File: src/rtl/pengo_input_ctrl.sv
// Pengo player-input conditioning: PS/2 + joystick merge, 4-way filter,
// and frame-aligned coin stretching into the core's active-low in0/in1.
module pengo_input_ctrl #(
    parameter int COIN_FRAMES = 4
) (
    input  logic        clk_sys,
    input  logic        reset_n,
    input  logic [10:0] ps2_key,
    input  logic [15:0] joystick_0,
    input  logic [15:0] joystick_1,
    input  logic        vblank,
    output logic [7:0]  in0,
    output logic [7:0]  in1
);

    typedef enum logic [1:0] {
        C_IDLE,
        C_ACTIVE,
        C_GAP
    } coin_st_t;

    localparam logic [3:0] LAST = 4'(COIN_FRAMES - 1);

    localparam int K_UP1    = 0;
    localparam int K_DOWN1  = 1;
    localparam int K_LEFT1  = 2;
    localparam int K_RIGHT1 = 3;
    localparam int K_FIRE1  = 4;
    localparam int K_START1 = 5;
    localparam int K_START2 = 6;
    localparam int K_COIN1  = 7;
    localparam int K_COIN2  = 8;
    localparam int K_UP2    = 9;
    localparam int K_DOWN2  = 10;
    localparam int K_LEFT2  = 11;
    localparam int K_RIGHT2 = 12;
    localparam int K_FIRE2  = 13;

    logic        tog_q;
    logic        vbl_q;
    logic [13:0] key_q;
    logic [13:0] key_hit;
    logic        evt;
    logic        vbl_rise;

    logic [15:0] joy;
    logic [3:0]  joy_dir;
    logic [3:0]  raw1;
    logic [3:0]  raw2;
    logic [2:0]  sel1;
    logic [2:0]  sel2;
    logic [3:0]  oh1;
    logic [3:0]  oh2;
    logic        hv1;
    logic        hv2;
    logic [1:0]  hd1;
    logic [1:0]  hd2;

    logic        fire1;
    logic        fire2;
    logic        start1;
    logic        start2;

    logic [1:0]  creq;
    logic [1:0]  creq_q;
    logic [1:0]  crise;
    logic [1:0]  cpend;
    logic [1:0]  coin_on;
    coin_st_t    cst  [2];
    logic [3:0]  ccnt [2];

    // Held direction wins while still pressed; else up > down > left > right.
    function automatic logic [2:0] pick(
        input logic [3:0] r,
        input logic       hv,
        input logic [1:0] hd
    );
        if (hv && r[hd]) return {1'b1, hd};
        if (r[0]) return 3'b100;
        if (r[1]) return 3'b101;
        if (r[2]) return 3'b110;
        if (r[3]) return 3'b111;
        return 3'b000;
    endfunction

    function automatic logic [3:0] dec(input logic [2:0] s);
        return s[2] ? (4'b0001 << s[1:0]) : 4'b0000;
    endfunction

    assign evt      = ps2_key[10] != tog_q;
    assign vbl_rise = vblank & ~vbl_q;

    always_comb begin
        key_hit = '0;
        casez (ps2_key[8:0])
            9'b?0111_0101:  key_hit[K_UP1]    = 1'b1;
            9'b?0111_0010:  key_hit[K_DOWN1]  = 1'b1;
            9'b?0110_1011:  key_hit[K_LEFT1]  = 1'b1;
            9'b?0111_0100:  key_hit[K_RIGHT1] = 1'b1;
            9'h029, 9'h014: key_hit[K_FIRE1]  = 1'b1;
            9'h005, 9'h016: key_hit[K_START1] = 1'b1;
            9'h006, 9'h01E: key_hit[K_START2] = 1'b1;
            9'h02E:         key_hit[K_COIN1]  = 1'b1;
            9'h036:         key_hit[K_COIN2]  = 1'b1;
            9'h02D:         key_hit[K_UP2]    = 1'b1;
            9'h02B:         key_hit[K_DOWN2]  = 1'b1;
            9'h023:         key_hit[K_LEFT2]  = 1'b1;
            9'h034:         key_hit[K_RIGHT2] = 1'b1;
            9'h01C:         key_hit[K_FIRE2]  = 1'b1;
            default:        key_hit = '0;
        endcase
    end

    assign joy     = joystick_0 | joystick_1;
    // Reorder joystick {up,down,left,right} into filter order (bit0 = up).
    assign joy_dir = {joy[0], joy[1], joy[2], joy[3]};
    assign raw1    = key_q[K_RIGHT1:K_UP1] | joy_dir;
    assign raw2    = key_q[K_RIGHT2:K_UP2] | joy_dir;
    assign sel1    = pick(raw1, hv1, hd1);
    assign sel2    = pick(raw2, hv2, hd2);
    assign oh1     = dec(sel1);
    assign oh2     = dec(sel2);

    assign fire1  = key_q[K_FIRE1] | joy[4];
    assign fire2  = key_q[K_FIRE2];
    assign start1 = key_q[K_START1] | joy[5];
    assign start2 = key_q[K_START2] | joy[6];

    assign creq  = {key_q[K_COIN2], key_q[K_COIN1] | joy[7]};
    assign crise = creq & ~creq_q;

    always_comb begin
        coin_on = '0;
        for (int i = 0; i < 2; i++) coin_on[i] = cst[i] == C_ACTIVE;
    end

    always_ff @(posedge clk_sys or negedge reset_n) begin
        if (!reset_n) begin
            tog_q <= 1'b0;
            vbl_q <= 1'b0;
            key_q <= '0;
            hv1   <= 1'b0;
            hd1   <= 2'd0;
            hv2   <= 1'b0;
            hd2   <= 2'd0;
        end else begin
            tog_q <= ps2_key[10];
            vbl_q <= vblank;
            if (evt) key_q <= (key_q & ~key_hit) | (key_hit & {14{ps2_key[9]}});
            {hv1, hd1} <= sel1;
            {hv2, hd2} <= sel2;
        end
    end

    always_ff @(posedge clk_sys or negedge reset_n) begin
        if (!reset_n) begin
            creq_q <= '0;
            cpend  <= '0;
            for (int i = 0; i < 2; i++) begin
                cst[i]  <= C_IDLE;
                ccnt[i] <= '0;
            end
        end else begin
            creq_q <= creq;
            for (int i = 0; i < 2; i++) begin
                unique case (cst[i])
                    C_IDLE: begin
                        if (crise[i]) begin
                            cst[i]  <= C_ACTIVE;
                            ccnt[i] <= '0;
                        end
                    end
                    C_ACTIVE: begin
                        if (crise[i]) cpend[i] <= 1'b1;
                        if (vbl_rise) begin
                            if (ccnt[i] == LAST) cst[i] <= C_GAP;
                            else ccnt[i] <= ccnt[i] + 4'd1;
                        end
                    end
                    C_GAP: begin
                        if (vbl_rise) begin
                            if (cpend[i] | crise[i]) begin
                                cst[i]   <= C_ACTIVE;
                                ccnt[i]  <= '0;
                                cpend[i] <= 1'b0;
                            end else begin
                                cst[i] <= C_IDLE;
                            end
                        end else if (crise[i]) begin
                            cpend[i] <= 1'b1;
                        end
                    end
                    default: cst[i] <= C_IDLE;
                endcase
            end
        end
    end

    always_ff @(posedge clk_sys or negedge reset_n) begin
        if (!reset_n) begin
            in0 <= 8'hFF;
            in1 <= 8'hFF;
        end else begin
            in0 <= ~{fire1, 1'b0, coin_on[0], coin_on[1], oh1};
            in1 <= ~{fire2, start2, start1, 1'b0, oh2};
        end
    end

endmodule

File: config.mk
export PLATFORM = sky130hd
export DESIGN_NAME = pengo_input_ctrl
export DESIGN_NICKNAME = d
export VERILOG_FILES = /design/src/rtl/pengo_input_ctrl.sv
export SDC_FILE = /design/constraint.sdc
export NUM_CORES = 1
export LEC_CHECK = 0
export CORE_MARGIN = 3
export CORE_UTILIZATION = 49
export DETAILED_ROUTE_END_ITERATION = 8
export PLACE_DENSITY = 0.8
export SETUP_SLACK_MARGIN = 0.02
export SYNTH_ARGS = -nofsm -noshare
export SYNTH_HDL_FRONTEND = slang
export SYNTH_SLANG_ARGS = --single-unit
File: constraint.sdc
create_clock -name clk_sys -period 2.2 [get_ports clk_sys]
set_clock_uncertainty 0.1 [all_clocks]
set_input_delay 0.22 -clock clk_sys [delete_from_list [all_inputs] [get_ports clk_sys]]
set_output_delay 0.22 -clock clk_sys [all_outputs]
set_load 0.05 [all_outputs]
==> metrics <==
post-synth top area share 0.381; syn_area_per_cell 10.5 um^2; mean number of vias per cell 5.42; Synth area leaders dfrtp_1, dfstp_2, mux2_2; Hold Path Sink in1[7]$_DFF_PN1_; DRC violations left 0; Layout area overhead 27.3%; Post-Place Worst Slack -265 ps; Final setup viols 0; Netlist cell types 44; final setup margin 75.0 ps; Post-DP HPWL 3590 um; final RePlAce weighted congestion 0.862; Routed Antenna Nets 0; initial core utilization 0.518; DIE AREA between 5000 and 6000 um^2; R2R cell count 5; most numerous cell in the Yosys netlist dfrtp_1; TritonCTS buffer count 5; height of the die 77.4 um; drt wl/cell roughly 14 um; Tcrit/Tclk final 0.966; Startpoint Class primary input; Reg2Reg Setup Slack 90 ps; clock-pin slew on the worst setup and hold paths 90 ps; power per standard cell area ~840 nW/um^2; Clock Tree Buf Depth 2; critical path class primary input to flip-flop; total power around 2.7 mW; # diodes 0; total routed wirelength 4910 um; Gate Count Post-Synth 237; Hold Vio Cnt, Final 0; antenna violations before repair 0; overall routing resource usage 0.177; # H-tree levels 2; top cell type by total area after synthesis dfrtp_1; top cells by count, synth dfrtp_1, nand2_1, nor3_1; crit path DAT 2220 ps; CTS root buf clkbuf_8; Ports 62; # nets final 340; max_slew headroom 0.582; vias in the first global route 1978; first drt pass iteration count 4; synthesized area 2500 um^2; Worst setup EP type flip-flop; #FFs+latches synth 52; DIE WIDTH slightly below 80 um; Required @ worst endpoint 2300 ps; Slew @ Worst Pin 628 ps; start point of the critical path ps2_key[10]; # Max-Cap Violations 0; Hold Path Depth 1; Post-Layout Cell Count 360; placed insts 351; gr ovfl total 0; Max Freq about 470 MHz; RSZ-0062 raised after global routing no; largest net degree at the start of global routing 53; critical-path maximum fanout 6; core area 4820 um^2; r2r startpoint tog_q$_DFF_PN0_; asr flop ratio synth 1.00; Post-synth EDFFs 0; later-pin clock latency in the skew report between 300 and 400 ps; Slew Viols, Final 0; ratio of cells with drive above 1 in the final layout 0.191; Setup TNS Final 0 ps; DRT iter0 DRCs 77; I/O Buffers 43; Lkg Pwr roughly 1.3 nW; fillcell total 403; CTS sink count 52; peak supply drop approximately 470 uV; status completed; Post-CTS Setup Inserts 0; CTS tree done; via count about 2000; first-pass GRT wire length between 8000 and 9000 um; sequential area share after synthesis 0.528; shortest period the worst path allows 2130 ps; synth warn 0; Hold/Removal Path Class flip-flop to flip-flop; FP Rows 25; Main synth FF type dfrtp_1
-- layer usage --
| metal | GRT usage | vias up | wire, um | share of wire |
|---|---|---|---|---|
| li1 | - | 956 | - | - |
| met1 | 0.215 | 954 | 2220 | 0.45 |
| met2 | 0.304 | 33 | 2450 | 0.50 |
| met3 | 0.0325 | 9 | 135 | 0.027 |
| met4 | 0.0801 | 0 | 106 | 0.022 |
| met5 | 0 | - | 0 | 0 |
-- cells in the final DEF (no fill, tap or decap), types with 3 or more instances in the layout --
master and count:
a211oi_1 3, a21oi_1 14, a31oi_1 3, buf_4 13, clkbuf_8 5, clkdlybuf4s50_1 42, dfrtp_1 38, dfstp_2 14
inv_1 6, mux2_2 15, nand2_1 19, nand2b_1 11, nand3_1 9, nor2_1 11, nor2b_1 6, nor3_1 18
nor3b_1 6, nor4_1 6, o21ai_0 10, o32ai_1 3, or3_1 3, xnor2_1 3
-- cell families (layout without fill, tap and decap cells) --
family,Yosys count,in the layout,share of synthesized area
xor+xnor,4,4,0.0140
simple gates,103,103,0.233
mux,19,19,0.0847
buf+inv,16,71,0.0281
other cells,1,2,0.00150
fa+ha+maj,2,2,0.0100
compound gates,40,40,0.100
flops,52,52,0.528
-- critical path, cell delays in order --
cell	delay, ps
clkdlybuf4s50_1	490
xor2_1	170
or4b_1	620
nor3b_4	260
and2b_1	150
mux2_2	320
-- power by group --
part           internal [mW]  switching, mW
logic                  0.334          0.412
clock network          0.338          0.310
registers               1.14          0.138
-- per-stage QoR --
stage	hold slack [ps]	instance area, um^2	utilization
after global placement	264	3060	0.635
after detailed placement	268	3060	0.635
after global routing	280	3180	0.659
final	287	3180	0.659
after CTS	285	3180	0.659
after floorplan	-176	2500	-
-- worst max-delay path by stage --
stage / to / cells past startpoint / slack (ps)
after CTS: flip-flop / 6 / 80
after floorplan: flip-flop / 6 / 240
final: flip-flop / 6 / 70
after global routing: flip-flop / 5 / 20
after global placement: flip-flop / 6 / -200
after detailed placement: flip-flop / 5 / -260
-- cell type report --
class / instances / area, um^2 / share of cell area
Clock inverter: 2 / 35.0 / 0.0110
Clock buffer: 6 / 72.6 / 0.0228
Inverter: 6 / 22.5 / 0.00709
Tap cell: 67 / 83.8 / 0.0264
Sequential cell: 52 / 1320 / 0.415
Timing Repair Buffer: 57 / 533 / 0.168
Multi-Input combinational cell: 170 / 1110 / 0.350
-- timing repair --
action | CTS | global route
resized for setup | 0 | 0
endpoints found under the hold margin | 38 | 0
hold buffers | 1 | 0
Power figures use the tool's default switching activity.
